`config.mk`:
```
export PLATFORM = sky130hd
export DESIGN_NAME = serial_rx_fifo_flat
export DESIGN_NICKNAME = d
export VERILOG_FILES = /design/src/rtl/serial_rx_fifo_pkg.sv /design/src/rtl/serial_rx_fifo_if.sv /design/src/rtl/serial_rx_fifo_ram.sv /design/src/rtl/serial_rx_fifo.sv /design/src/flat_wrapper.sv
export SDC_FILE = /design/constraint.sdc
export NUM_CORES = 1
export LEC_CHECK = 0
export ABC_AREA = 1
export BUFFER_PORTS_ARGS = -buffer_cell sky130_fd_sc_hd__buf_2
export CORE_ASPECT_RATIO = 1.75
export CORE_MARGIN = 5
export CORE_UTILIZATION = 35
export CTS_CLUSTER_DIAMETER = 120
export DETAILED_ROUTE_END_ITERATION = 10
export GPL_TIMING_DRIVEN = 0
export REMOVE_ABC_BUFFERS = 1
export SLEW_MARGIN = 0
export SYNTH_ARGS = -nofsm -noshare
export SYNTH_HDL_FRONTEND = slang
export SYNTH_SLANG_ARGS = --single-unit
```
`constraint.sdc`:
```
create_clock -name i_clk -period 2.5 [get_ports i_clk]
set_clock_uncertainty 0.05 [all_clocks]
set_input_delay 0.125 -clock i_clk [delete_from_list [all_inputs] [get_ports i_clk]]
set_output_delay 0.125 -clock i_clk [all_outputs]
set_load 0.01 [all_outputs]
```
`src/rtl/serial_rx_fifo_pkg.sv`:
```
// ----------------------------------------------------------------------------
// serial_rx_fifo_pkg
// Shared defaults for the serial receive path (byte width, FIFO geometry,
// clock/baud defaults common to serial_rx/serial_tx) and the occupancy-update
// encoding used by the receive FIFO control.
// ----------------------------------------------------------------------------
package serial_rx_fifo_pkg;

    localparam int unsigned SRF_DATA_WIDTH  = 8;
    localparam int unsigned SRF_DEPTH_LOG2  = 4;
    localparam int unsigned SRF_ALMOST_FULL = 12;
    localparam int unsigned SRF_CLK_FREQ    = 50_000_000;
    localparam int unsigned SRF_BAUD_RATE   = 115_200;

    // How the occupancy counter moves in a given cycle.
    typedef enum logic [1:0] {
        CNT_HOLD = 2'd0,
        CNT_INC  = 2'd1,
        CNT_DEC  = 2'd2
    } cnt_op_e;

endpackage

```
`src/rtl/serial_rx_fifo_if.sv`:
```
// ----------------------------------------------------------------------------
// serial_rx_fifo_if
// Byte stream into and out of the receive FIFO.
//   i_wr / i_data  : one-cycle write strobe and byte from serial_rx
//   o_valid/o_data : head-of-FIFO byte presented to the consumer
//   i_rd           : consumer pop
// Modports: master = producer/consumer side, slave = FIFO side.
// ----------------------------------------------------------------------------
interface serial_rx_fifo_if #(
    parameter int unsigned DATA_WIDTH = serial_rx_fifo_pkg::SRF_DATA_WIDTH
);
    logic                  i_wr;
    logic [DATA_WIDTH-1:0] i_data;
    logic                  o_valid;
    logic [DATA_WIDTH-1:0] o_data;
    logic                  i_rd;

    modport master (
        output i_wr,
        output i_data,
        output i_rd,
        input  o_valid,
        input  o_data
    );

    modport slave (
        input  i_wr,
        input  i_data,
        input  i_rd,
        output o_valid,
        output o_data
    );
endinterface

```
`src/rtl/serial_rx_fifo_ram.sv`:
```
// ----------------------------------------------------------------------------
// fifo_ram
// DEPTH x DATA_WIDTH storage: one synchronous write port, one asynchronous
// read port (maps onto distributed/LUT RAM). Contents are not reset.
//   i_clk   : clock
//   i_we    : write enable
//   i_waddr : write address
//   i_wdata : write data
//   i_raddr : read address
//   o_rdata : read data (combinational from i_raddr)
// ----------------------------------------------------------------------------
module fifo_ram
    import serial_rx_fifo_pkg::*;
#(
    parameter int unsigned DATA_WIDTH = SRF_DATA_WIDTH,
    parameter int unsigned ADDR_WIDTH = SRF_DEPTH_LOG2
) (
    input  logic                  i_clk,
    input  logic                  i_we,
    input  logic [ADDR_WIDTH-1:0] i_waddr,
    input  logic [DATA_WIDTH-1:0] i_wdata,
    input  logic [ADDR_WIDTH-1:0] i_raddr,
    output logic [DATA_WIDTH-1:0] o_rdata
);
    logic [DATA_WIDTH-1:0] r_mem [0:(1 << ADDR_WIDTH)-1];

    always_ff @(posedge i_clk) begin
        if (i_we) begin
            r_mem[i_waddr] <= i_wdata;
        end
    end

    assign o_rdata = r_mem[i_raddr];
endmodule

```
`src/rtl/serial_rx_fifo.sv`:
```
// ----------------------------------------------------------------------------
// serial_rx_fifo
// Receive buffer behind serial_rx. Never stalls its input: bytes arriving
// while full are dropped and flagged by a sticky overrun. Flow control (RTS)
// is raised early at ALMOST_FULL so in-flight bytes still fit.
//   i_clk          : clock
//   i_rst_n        : synchronous reset, active-low (discards buffered bytes)
//   io_bus         : write strobe in, valid/data/rd consumer handshake
//   o_count        : occupancy 0..2**DEPTH_LOG2
//   o_full         : count == depth
//   o_almost_full  : count >= ALMOST_FULL
//   o_rts_n        : 0 = sender may transmit, 1 = hold off
//   o_overrun      : sticky, a byte was dropped on full
//   i_clr_overrun  : pulse to clear o_overrun (a simultaneous drop wins)
// ----------------------------------------------------------------------------
module serial_rx_fifo
    import serial_rx_fifo_pkg::*;
#(
    parameter int unsigned DATA_WIDTH  = SRF_DATA_WIDTH,
    parameter int unsigned DEPTH_LOG2  = SRF_DEPTH_LOG2,
    parameter int unsigned ALMOST_FULL = SRF_ALMOST_FULL
) (
    input  logic                  i_clk,
    input  logic                  i_rst_n,
    serial_rx_fifo_if.slave       io_bus,
    output logic [DEPTH_LOG2:0]   o_count,
    output logic                  o_full,
    output logic                  o_almost_full,
    output logic                  o_rts_n,
    output logic                  o_overrun,
    input  logic                  i_clr_overrun
);
    localparam int unsigned CW    = DEPTH_LOG2 + 1;
    localparam int unsigned DEPTH = 1 << DEPTH_LOG2;
    localparam logic [CW-1:0] C_DEPTH = CW'(DEPTH);
    localparam logic [CW-1:0] C_AF    = CW'(ALMOST_FULL);

    logic [DEPTH_LOG2-1:0] r_wr_ptr;
    logic [DEPTH_LOG2-1:0] r_rd_ptr;
    logic [CW-1:0]         r_count;
    logic                  r_valid;
    logic                  r_full;
    logic                  r_almost_full;
    logic                  r_rts_n;
    logic                  r_overrun;

    logic                  w_rd_ok;
    logic                  w_wr_ok;
    logic                  w_drop;
    cnt_op_e               w_op;
    logic [CW-1:0]         w_count_nx;

    // A write into a full FIFO is still accepted when the same cycle pops the
    // head, so the slot it frees is reused immediately.
    always_comb begin
        w_rd_ok = io_bus.i_rd && r_valid;
        w_wr_ok = io_bus.i_wr && (!r_full || w_rd_ok);
        w_drop  = io_bus.i_wr && !w_wr_ok;

        w_op = CNT_HOLD;
        if (w_wr_ok && !w_rd_ok) begin
            w_op = CNT_INC;
        end else if (w_rd_ok && !w_wr_ok) begin
            w_op = CNT_DEC;
        end

        case (w_op)
            CNT_INC: w_count_nx = r_count + CW'(1);
            CNT_DEC: w_count_nx = r_count - CW'(1);
            default: w_count_nx = r_count;
        endcase
    end

    // Flags are registered from the next count so they change on the same
    // edge as o_count rather than one cycle behind it.
    always_ff @(posedge i_clk) begin
        if (!i_rst_n) begin
            r_wr_ptr      <= '0;
            r_rd_ptr      <= '0;
            r_count       <= '0;
            r_valid       <= 1'b0;
            r_full        <= 1'b0;
            r_almost_full <= 1'b0;
            r_rts_n       <= 1'b0;
            r_overrun     <= 1'b0;
        end else begin
            if (w_wr_ok) begin
                r_wr_ptr <= r_wr_ptr + DEPTH_LOG2'(1);
            end
            if (w_rd_ok) begin
                r_rd_ptr <= r_rd_ptr + DEPTH_LOG2'(1);
            end
            r_count       <= w_count_nx;
            r_valid       <= (w_count_nx != '0);
            r_full        <= (w_count_nx == C_DEPTH);
            r_almost_full <= (w_count_nx >= C_AF);
            r_rts_n       <= (w_count_nx >= C_AF);
            if (w_drop) begin
                r_overrun <= 1'b1;
            end else if (i_clr_overrun) begin
                r_overrun <= 1'b0;
            end
        end
    end

    fifo_ram #(
        .DATA_WIDTH (DATA_WIDTH),
        .ADDR_WIDTH (DEPTH_LOG2)
    ) u_ram (
        .i_clk   (i_clk),
        .i_we    (w_wr_ok),
        .i_waddr (r_wr_ptr),
        .i_wdata (io_bus.i_data),
        .i_raddr (r_rd_ptr),
        .o_rdata (io_bus.o_data)
    );

    assign io_bus.o_valid = r_valid;
    assign o_count        = r_count;
    assign o_full         = r_full;
    assign o_almost_full  = r_almost_full;
    assign o_rts_n        = r_rts_n;
    assign o_overrun      = r_overrun;
endmodule

```
`src/flat_wrapper.sv`:
```
// flat-port wrapper written by rule: the top's interface ports become plain ports
module serial_rx_fifo_flat import serial_rx_fifo_pkg::*;
#(
    parameter int unsigned DATA_WIDTH  = SRF_DATA_WIDTH,
    parameter int unsigned DEPTH_LOG2  = SRF_DEPTH_LOG2,
    parameter int unsigned ALMOST_FULL = SRF_ALMOST_FULL
)
  (i_clk, i_rst_n, o_count, o_full, o_almost_full, o_rts_n, o_overrun, i_clr_overrun, io_bus_i_wr, io_bus_i_data, io_bus_i_rd, io_bus_o_valid, io_bus_o_data);
  serial_rx_fifo_if #(.DATA_WIDTH(DATA_WIDTH)) io_bus_i ();
  input  logic i_clk;
  input  logic i_rst_n;
  output logic [DEPTH_LOG2:0] o_count;
  output logic o_full;
  output logic o_almost_full;
  output logic o_rts_n;
  output logic o_overrun;
  input  logic i_clr_overrun;
  input wire logic [$bits(io_bus_i.i_wr)-1:0] io_bus_i_wr;
  input wire logic [$bits(io_bus_i.i_data)-1:0] io_bus_i_data;
  input wire logic [$bits(io_bus_i.i_rd)-1:0] io_bus_i_rd;
  output wire logic [$bits(io_bus_i.o_valid)-1:0] io_bus_o_valid;
  output wire logic [$bits(io_bus_i.o_data)-1:0] io_bus_o_data;
  assign io_bus_i.i_wr = io_bus_i_wr;
  assign io_bus_i.i_data = io_bus_i_data;
  assign io_bus_i.i_rd = io_bus_i_rd;
  assign io_bus_o_valid = io_bus_i.o_valid;
  assign io_bus_o_data = io_bus_i.o_data;
  serial_rx_fifo #(.DATA_WIDTH(DATA_WIDTH), .DEPTH_LOG2(DEPTH_LOG2), .ALMOST_FULL(ALMOST_FULL)) u_core (.i_clk(i_clk), .i_rst_n(i_rst_n), .io_bus(io_bus_i), .o_count(o_count), .o_full(o_full), .o_almost_full(o_almost_full), .o_rts_n(o_rts_n), .o_overrun(o_overrun), .i_clr_overrun(i_clr_overrun));
endmodule
```
==> qor.yml, run 1 <==
logic_synthesis:
  syn-cell-area_sq_um: 6100
  synth-seq-cells: 149
  synth_area_leaders: "edfxtp_1, nor2_1, dfxtp_1"
  syn_avg_cell_area_sq_um: 11.6
  yosys_warnings: 0
  synth_top_area_share_pct: 63.0
  synth_cell_type_count: 30
  yosys.area.top_type: "edfxtp_1"
  netlist_instances: 524
  seq_area_frac_synth_pct: 69.9
routing:
  drc: 0
  postRouteAntennaNets: 0
  routedWlPerCell_um: 17.8
  firstDrtPassIters: 4
  drt_iter0_markers: 229
  finalWirelength_um: 14200
  vias_per_cell: 5.04
  via_count: 4022
global_routing:
  grt_usage_pct: 14.7
  grt_busiest_layer: "met2"
  grt_max_degree: 65
  global_route.usage.met1_pct: 14.7
  antenna_found_initial: 0
  grt_pass1_wl_um: 22200
  grt-ovfl-total: 0
  grt_use_met2_pct: 27.9
  grt_pass1_vias: 4311
  use_met3_pct: 3.05
timing:
  fin_setup_tns_ps: 0
  max_clock_freq_mhz: 441
  fin_crit_sh_pct: 90.8
  hold_viol_final: 0
  rsz0062_at_grt: "no"
  finalMaxSlewViolations: 0
  worstMarginPinSlew_ps: 1030
  setup_viol: 0
  slew_headroom_pct: 30.8
  min_period_ps: 2270
worst_setup_path:
  r2r_cells: 14
  worstSetupStartpointType: "register"
  path_delay_family: "flip-flops"
  endpoint_kind: "output port"
  r2r_end: "u_core.io_bus.o_valid$_SDFF_PN0_"
  critPathArrivalTime_ps: 2090
  path_cells: "buf_12, nor2_1, o21ai_0, o21ai_1, o211ai_1, nand2_1, buf_2"
  critPathRequiredTime_ps: 2330
  cpPeakStageDelay_ps: 620
  path_max_fanout: 42
  timing.rr.start: "u_core.io_bus.o_valid$_SDFF_PN0_"
  crit_buf_inv: 2
  crit_type: "reg2out"
  rrSetupSlack_ps: 290
  slowest_stage: "dfxtp_2"
final_layout:
  antennaDiodeCount: 0
  area_growth_pct: 16.9
  multi_input_area_sq_um: 1650
  final_util_pct: 41.2
  drive_gt1_share_pct: 15.0
  nFillCells: 1667
  finalNetCount: 575
  seq_area_sq_um: 4270
  fin_cells: 798
clocking:
  clkLatencyLatePin_ps: 420
  cts_buffer_depth: 2
  numCtsBuffers: 17
  clock_sinks: 149
  htree_levels: 4
  path_clk_slew_ps: 60
  cts_tree: "done"
  clockRootBuffer: "clkbuf_16"
floorplan:
  design.portCount: 31
  dieArea_sq_um: 20300
  row_count: 64
  dieHeight_um: 185
  core-area_sq_um: 17300
  initial_core_util_pct: 35.3
  fp.dieW_um: 110
power:
  power_uw: 6470
  p_leak_uw: 0.00246
  ir_worst_vdd_mv: 0.465
  power.density_nw_per_um2: 908
place:
  dpl.hpwl_um: 9210
  placedCellCount: 762
  gp_congestion: 0.807
  port_buffers: 30
job:
  max_cap_viol_count: 0
status:
  outcome: "complete, no violations"
hold_path:
  hold_path_class: "in2reg"
  hold_path.startpoint: "io_bus_i_rd"
  whs_path_depth: 3
[registers in the layout, indices dropped and copies added (netlist names), named ones only]
register,cells
u_core.o_almost_full,1
u_core.o_overrun,1
u_core.r_wr_ptr,4
u_core.r_rd_ptr,4
u_core.u_ram.r_mem,128
u_core.o_count,5
u_core.io_bus.o_valid,1
u_core.o_full,1
[power breakdown]
group | total [uW] | internal (uW) | switching (uW)
clock | 2540 | 1530 | 1000
sequential | 2890 | 2780 | 110
combinational | 1040 | 365 | 677
total | 6470 | 4680 | 1790
[stage by stage]
stage | setup WS, ps | cell area (sq um) | hold slack, ps
after floorplan | 126 | 5960 | 174
after global placement | -1250 | 6400 | 341
after detailed placement | -146 | 6450 | 347
after CTS | 55.7 | 7100 | 36.9
after global routing | 36.6 | 7130 | 49.2
final | 231 | 7130 | 36.2
[Yosys cell counts]
cell type,n
buf_4,5
dfxtp_1,21
nand3_2,2
a21boi_2,1
o21ai_2,1
xnor2_1,1
buf_6,2
o21ai_1,11
nand2_1,41
xor2_1,1
clkbuf_2,2
o211ai_1,32
nand4_1,1
nor3_1,2
inv_4,1
nor2_1,124
a21o_2,1
a21oi_1,10
nand2_2,1
inv_1,21
o21a_1,1
ha_1,8
clkinv_1,1
buf_2,6
edfxtp_1,128
nand3b_1,1
nor2_2,2
clkbuf_1,10
o21ai_0,66
nand3_1,20
[cells by family (layout without fill, tap and decap cells)]
| family | after synthesis | in the layout | share of synthesized area [%] |
|---|---|---|---|
| compound gates | 123 | 123 | 11.7 |
| xor+xnor | 2 | 2 | 0.287 |
| fa+ha+maj | 8 | 8 | 1.64 |
| flops | 149 | 149 | 69.9 |
| buf+inv | 48 | 91 | 3.71 |
| simple gates | 194 | 194 | 12.8 |
[layer usage]
| metal | share of wire [%] | wire length, um |
|---|---|---|
| met1 | 36 | 5100 |
| met2 | 58 | 8220 |
| met3 | 3.3 | 468 |
| met4 | 2.7 | 381 |
| met5 | 0 | 0 |
[worst max-delay path by stage]
| stage | startpoint | end | cells past startpoint |
|---|---|---|---|
| after global placement | register | io_bus_o_data[4] | 8 |
| after floorplan | register | io_bus_o_data[2] | 7 |
| after global routing | register | io_bus_o_data[4] | 8 |
| after detailed placement | u_core.io_bus.o_valid$_SDFF_PN0_ | u_core.io_bus.o_valid$_SDFF_PN0_ | 14 |
| final | register | io_bus_o_data[1] | 7 |
| after CTS | u_core.io_bus.o_valid$_SDFF_PN0_ | u_core.io_bus.o_valid$_SDFF_PN0_ | 14 |
[cell type report]
class	count	share of cell area (%)
Clock buffer	19	6.35
Clock inverter	13	2.11
Inverter	23	1.33
Multi-Input combinational cell	327	23.1
Sequential cell	149	59.9
Tap cell	231	4.05
Timing Repair Buffer	36	3.19
[worst register-to-register path, stage by stage, from the launching register on]
cell and delay, ps:
dfxtp_1 350, nand2_2 110, a21boi_4 200, inv_2 90, ha_4 190, nand2_1 90, inv_1 70, nor2_2 110
ha_2 280, o21ai_2 130, nand2_1 70, nor2_1 110, nand3_1 130, nand2_1 80, nand2_1 50
[layout by cell type (no fill, tap or decap), types with 4 or more instances in the layout]
| master | netlist | final |
|---|---|---|
| a21oi_1 | 10 | 9 |
| buf_2 | 6 | 30 |
| clkbuf_16 | 0 | 17 |
| clkinv_4 | 0 | 4 |
| clkinvlp_4 | 0 | 4 |
| dfxtp_1 | 21 | 18 |
| edfxtp_1 | 128 | 128 |
| ha_1 | 8 | 6 |
| inv_1 | 21 | 20 |
| nand2_1 | 41 | 40 |
| nand3_1 | 20 | 20 |
| nor2_1 | 124 | 123 |
| o211ai_1 | 32 | 32 |
| o21ai_0 | 66 | 65 |
| o21ai_1 | 11 | 11 |
[what timing repair did]
action,4_1_cts,5_1_grt
pin swaps,1,0
endpoints found under the hold margin,5,0
gates resized for setup,6,9
hold buffers,3,0
setup buffers,1,0
endpoints found under the setup margin,12,4
No activity file was read; power rests on OpenSTA's default activity.
==> run 2: changes to the inputs <==
REMOVE_ABC_BUFFERS = not set   (was 1)
==> qor.yml, run 2 (same netlist as run 1, synthesis figures left out) <==
routing:
  finalWirelength_um: 15700  # +11%
  via_count: 4179  # +3.9%
  routedWlPerCell_um: 19.1  # +7.7%
  drc: 0  # unchanged
  drt_iter0_markers: 351  # +53%
  vias_per_cell: 5.10  # +1.2%
  firstDrtPassIters: 5  # +1
  postRouteAntennaNets: 0  # unchanged
timing:
  worstMarginPinSlew_ps: 919  # -116 ps
  slew_headroom_pct: 38.5  # +7.8 points
  setup_viol: 0  # unchanged
  hold_viol_final: 0  # unchanged
  max_clock_freq_mhz: 408  # -7.4%
  fin_crit_sh_pct: 98.0  # +7.3 points
  worst_hold_slack_ps: 50.0  # +13.9 ps
  min_period_ps: 2450  # +182 ps
  rsz0062_at_grt: "yes"
  finalMaxSlewViolations: 0  # unchanged
  fin_setup_tns_ps: 0  # unchanged
status:
  outcome: "complete, no violations"
final_layout:
  drive_gt1_share_pct: 14.6  # -0.37 points
  top_register: "u_core.u_ram.r_mem"
  area_growth_pct: 17.1
  layout_common_cells: "edfxtp_1, nor2_1, o21ai_0, nand2_1, buf_2"
  antennaDiodeCount: 0  # unchanged
  layout_commonest_cell: "edfxtp_1"
  finalNetCount: 597  # +3.8%
  largest_reg_flops: 128  # unchanged
  final_util_pct: 41.3  # +0.094 points
  fin_cells: 819  # +2.6%
  nFillCells: 1671  # +0.24%
  stdcell_area_sq_um: 7150  # +0.23%
global_routing:
  grt_pass1_vias: 4298  # -0.30%
  grt_pass1_wl_um: 24100  # +8.6%
  antenna_found_initial: 0  # unchanged
  grt_usage_pct: 16.3  # +1.6 points
  grt_max_degree: 17  # -74%
  grt-ovfl-total: 0  # unchanged
floorplan:
  dieHeight_um: 185  # unchanged
  row_count: 64  # unchanged
  design.portCount: 31  # unchanged
  core-area_sq_um: 17300  # unchanged
  initial_core_util_pct: 35.3  # unchanged
  dieArea_sq_um: 20300  # unchanged
  fp.dieW_um: 110  # unchanged
hold_path:
  hold-path-endpoint: "u_core.r_rd_ptr[1]$_SDFFE_PN0P_"
  whs_path_depth: 3  # unchanged
  hold_path_class: "in2reg"
  hold_path.startpoint: "io_bus_i_rd"
power:
  p_clk_share_pct: 37.0  # -2.2 points
  internal_power_uw: 4610  # -1.5%
  p_sw_uw: 1810  # +1.2%
  p_comb_share_pct: 18.9  # +2.8 points
  ir_worst_vdd_mv: 0.413  # -11%
  pwr-share-seq_pct: 44.1  # -0.6 points
  p_leak_uw: 0.00251  # +2.0%
  switching_share_pct: 28.2  # +0.54 points
  power.density_nw_per_um2: 899  # -0.96%
clocking:
  numCtsBuffers: 17  # unchanged
  path_clk_slew_ps: 60  # about the same
  cts_tree: "done"
  clock_sinks: 149  # unchanged
  clockRootBuffer: "clkbuf_16"
  cts_buffer_depth: 2  # unchanged
  clkLatencyLatePin_ps: 420  # about the same
  htree_levels: 4  # unchanged
worst_setup_path:
  critPathRequiredTime_ps: 2330  # about the same
  r2r_end: "u_core.io_bus.o_valid$_SDFF_PN0_"
  worstSetupStartpointType: "register"
  rrSetupSlack_ps: 230  # -60 ps
  timing.rr.start: "u_core.io_bus.o_valid$_SDFF_PN0_"
  path_max_fanout: 10  # -76%
  endpoint_kind: "output port"
  critPathArrivalTime_ps: 2280  # +190 ps
  crit_type: "reg2out"
  r2r_cells: 16  # +2
place:
  place_area_sq_um: 6540  # +1.4%
  dpl.hpwl_um: 10900  # +18%
  port_buffers: 29  # -3.3%
  placedCellCount: 784  # +2.9%
  gp_congestion: 0.848  # +5.2%
job:
  max_cap_viol_count: 0  # unchanged
logic_synthesis:
  synthesis.nets: 545
==> run 2: through the flow <==
step                      worst slack (ps)  power (uW)
after detailed placement             -69.9        4070
after global routing                 -41.5        6720
after global placement               -17.1        4040
after floorplan                        225        3620
final                                 49.2        6430
after CTS                             11.0        6440
==> run 2: repair_timing <==
| action | 4_1_cts | 5_1_grt |
|---|---|---|
| setup endpoints to repair | 3 | 7 |
| cloned | 0 | 0 |
| setup buffers | 1 | 0 |
| hold endpoints to repair | 12 | 0 |
| resized for setup | 2 | 9 |
| hold buffers | 3 | 0 |
| pin swaps | 1 | 0 |
==> run 2: worst max-delay path, cell delays in order, from the launching register on <==
cell and delay, ps:
dfxtp_1 320, buf_4 180, inv_4 120, buf_2 310, nor2_1 80, o21ai_0 420, o211ai_1 200, nand2_1 100
buf_2 130
==> run 2: metal layers <==
| metal | global-route usage [%] | share of wire [%] | up-vias |
|---|---|---|---|
| met5 | 0 | 0 | - |
| met4 | 8.59 | 4.6 | 0 |
| met3 | 3.40 | 4.3 | 35 |
| met2 | 29.9 | 54 | 122 |
| met1 | 17.0 | 37 | 2054 |
| li1 | - | - | 1968 |
==> run 2: worst max-delay path by stage <==
stage                                startpoint                          endpoint  slack, ps
6_report                               register                  io_bus_o_data[4]         50
5_1_grt        u_core.io_bus.o_valid$_SDFF_PN0_  u_core.io_bus.o_valid$_SDFF_PN0_        -40
4_1_cts                                register                  io_bus_o_data[4]         10
3_5_place_dp   u_core.io_bus.o_valid$_SDFF_PN0_  u_core.io_bus.o_valid$_SDFF_PN0_        -70
3_3_place_gp   u_core.io_bus.o_valid$_SDFF_PN0_  u_core.io_bus.o_valid$_SDFF_PN0_        -20
2_1_floorplan  u_core.io_bus.o_valid$_SDFF_PN0_  u_core.io_bus.o_valid$_SDFF_PN0_        220
==> run 2: area by class of cell <==
class	count	area, sq um	share of cell area (%)
inverter	23	88.8	1.24
buffer	25	139	1.94
sequential	149	4260	59.7
clock buffer	19	433	6.06
timing repair buffer	33	183	2.56
clock inverter	12	114	1.59
multi-input combinational	327	1640	22.9
tap	231	289	4.04
==> run 2: power groups by stage <==
stage                     combinational [uW]  sequential, uW  clock [uW]
after global routing                    1360            2850        2520
after detailed placement                1190            2880           0
after global placement                  1160            2880           0
after floorplan                          732            2890           0
after CTS                               1210            2830        2410
final                                   1210            2840        2380
==> run 3: changes to the inputs <==
ABC_AREA = not set   (was 1)
CORE_UTILIZATION = 45   (was 35)
==> qor.yml, run 3 <==
worst_setup_path:
  r2r_cells: 11  # -5
  cpMostUsedCell: "mux4_2"
  cpPeakStageDelay_ps: 550  # +130 ps
  endpoint_kind: "output port"
  critPathArrivalTime_ps: 2300  # +20 ps
  slowest_stage: "mux4_2"
  critPathRequiredTime_ps: 2330  # about the same
  worstSetupStartpointType: "register"
  path_cells: "buf_12, clkbuf_16, mux4_2, mux4_2, buf_6"
  path_max_fanout: 8  # -2
  crit_type: "reg2out"
timing:
  setup_viol: 0  # unchanged
  fin_crit_sh_pct: 98.8  # +0.79 points
  worstMarginPinSlew_ps: 852  # -66.2 ps
  finalMaxSlewViolations: 0  # unchanged
  timing.final.ws_setup_ps: 29.5  # -19.7 ps
  rsz0062_at_grt: "yes"
  min_period_ps: 2470  # +19.7 ps
  slew_headroom_pct: 43.0  # +4.4 points
  max_clock_freq_mhz: 405  # -0.80%
  hold_viol_final: 0  # unchanged
status:
  outcome: "complete, no violations"
final_layout:
  stdcell_area_sq_um: 7400  # +3.6%
  drive_gt1_share_pct: 36.9  # +22 points
  area_growth_pct: 21.6
  antennaDiodeCount: 0  # unchanged
  multi_input_area_sq_um: 1710  # +4.6%
  top_register: "u_core.u_ram.r_mem"
  layout_common_cells: "edfxtp_1, mux4_2, buf_2, nor2_1"
  nFillCells: 1056  # -37%
  seq_area_sq_um: 4270  # +0.12%
  finalNetCount: 414  # -31%
  layout_commonest_cell: "edfxtp_1"
  largest_reg_flops: 128  # unchanged
floorplan:
  fp.dieW_um: 97.9  # -11%
  dieHeight_um: 164  # -11%
  initial_core_util_pct: 45.5  # +10 points
  row_count: 56  # -13%
  dieArea_sq_um: 16100  # -21%
  core-area_sq_um: 13400  # -23%
  design.portCount: 31  # unchanged
global_routing:
  grt_max_degree: 17  # unchanged
  antenna_found_initial: 0  # unchanged
  grt-ovfl-total: 0  # unchanged
  grt_pass1_vias: 3307  # -23%
  grt_usage_pct: 16.8  # +0.48 points
  grt_pass1_wl_um: 19500  # -19%
clocking:
  clockRootBuffer: "clkbuf_16"
  cts_buffer_depth: 2  # unchanged
  clkLatencyLatePin_ps: 410  # about the same
  clock_sinks: 149  # unchanged
  htree_levels: 4  # unchanged
  path_clk_slew_ps: 60  # about the same
  cts_tree: "done"
  numCtsBuffers: 17  # unchanged
place:
  dpl.hpwl_um: 8800  # -19%
  post-place-ws_ps: -367  # -298 ps
  port_buffers: 30  # +3.4%
  gp_congestion: 0.748  # -12%
  place_area_sq_um: 6560  # +0.31%
logic_synthesis:
  synthTopCellsByCount: "edfxtp_1, mux4_2, nor2_1, dfxtp_1, mux4_1"
  synth-edff-count: 128  # unchanged
  seq_area_frac_synth_pct: 70.0  # +0.14 points
  synth_top_area_share_pct: 63.1  # +0.13 points
  synth.most_common_cell: "edfxtp_1"
  synth_cell_type_count: 42  # +40%
  synth-seq-cells: 149  # unchanged
  synth_area_leaders: "edfxtp_1, mux4_2, dfxtp_1"
  syn-cell-area_sq_um: 6090  # -0.21%
  syn_avg_cell_area_sq_um: 18.9  # +62%
  async_reset_ff_share_pct: 0  # unchanged
  yosys.area.top_type: "edfxtp_1"
  yosys_warnings: 0  # unchanged
  synthesis.nets: 344  # -37%
  netlist_instances: 323  # -38%
  synth-main-ff-cell: "edfxtp_1"
power:
  switching_share_pct: 24.5  # -3.7 points
  p_clk_share_pct: 39.4  # +2.4 points
  p_comb_share_pct: 17.7  # -1.2 points
  p_sw_uw: 1610  # -11%
  pwr-share-seq_pct: 43.0  # -1.1 points
  internal_power_uw: 4950  # +7.4%
  p_leak_uw: 0.00251  # about the same
  power.density_nw_per_um2: 887  # -1.4%
  ir_worst_vdd_mv: 0.499  # +21%
routing:
  drt_iter0_markers: 231  # -34%
  postRouteAntennaNets: 0  # unchanged
  firstDrtPassIters: 4  # -1
  routedWlPerCell_um: 22.3  # +16%
  drc: 0  # unchanged
  vias_per_cell: 5.33  # +4.5%
  finalWirelength_um: 12900  # -18%
  via_count: 3094  # -26%
hold_path:
  whs_path_depth: 4  # +1
  hold_path_class: "in2reg"
job:
  max_cap_viol_count: 0  # unchanged
## run 3: layout make-up
cell class / instances / area share (%)
Sequential cell: 149 / 57.7
Clock inverter: 15 / 2.43
Buffer: 17 / 2.16
Multi-Input combinational cell: 145 / 23.1
Clock buffer: 17 / 5.75
Inverter: 11 / 0.642
Timing Repair Buffer: 52 / 5.29
Tap cell: 174 / 2.94
## run 3: path summary, 6_finish.rpt
path                                     from                              end  slack (ps)
max                                  register                 io_bus_o_data[1]          30
max reg2reg  u_core.io_bus.o_valid$_SDFF_PN0_         u_core.o_full$_SDFF_PN0_          50
min reg2reg   u_core.r_rd_ptr[1]$_SDFFE_PN0P_  u_core.r_rd_ptr[1]$_SDFFE_PN0P_         460
min                                   i_rst_n     u_core.o_count[4]$_SDFF_PN0_          50
## run 3: power by group through the flow
stage	Clock, uW	Sequential, uW	Combinational [uW]
CTS	2640	2820	1030
global placement	0	2870	924
floorplan	0	2870	638
finish	2590	2820	1160
detailed placement	0	2870	949
global route	2750	2830	1240
## run 3: layer usage
| layer | up-vias | part of all wire (%) | track usage, % |
|---|---|---|---|
| met1 | 1585 | 37 | 18.7 |
| li1 | 1421 | - | - |
| met4 | 0 | 1.8 | 5.55 |
| met5 | - | 0 | 0 |
| met3 | 17 | 2.9 | 3.95 |
| met2 | 71 | 58 | 31.4 |
## run 3: critical path: cells and delay by family (launching register included)
family / cells / cell delay [ps]
multiplexers: 2 / 1070
buffers and inverters: 3 / 450
flip-flops: 1 / 340
## run 3: repair_timing
| item | 4_1_cts | 5_1_grt |
|---|---|---|
| hold buffers | 2 | 0 |
| buffers inserted | 7 | 6 |
| endpoints found under the hold margin | 1 | 0 |
| cloned | 0 | 3 |
| resized for setup | 10 | 17 |
| pin swaps | 6 | 4 |
| endpoints found under the setup margin | 6 | 9 |
## run 3: cells by family after synthesis
family,count (synthesis),share of synthesized area (%)
compound gates,16,1.73
xor+xnor,12,1.73
fa+ha+maj,8,1.64
buf+inv,29,2.94
flops,149,70.0
mux,43,16.2
simple gates,66,5.71
## run 3: stage by stage
step | TNS (ps) | power, uW | cells | utilization, % | hold slack [ps]
final | 0 | 6570 | 580 | 55.3 | 54.2
after global routing | -114 | 6820 | 580 | 55.3 | 55.2
after CTS | -1.76 | 6480 | 571 | 54.2 | 42.9
after detailed placement | -1100 | 3820 | 531 | 49.0 | 359
after global placement | -16270 | 3790 | 527 | 48.6 | 359
after floorplan | -29.4 | 3510 | 323 | - | 174
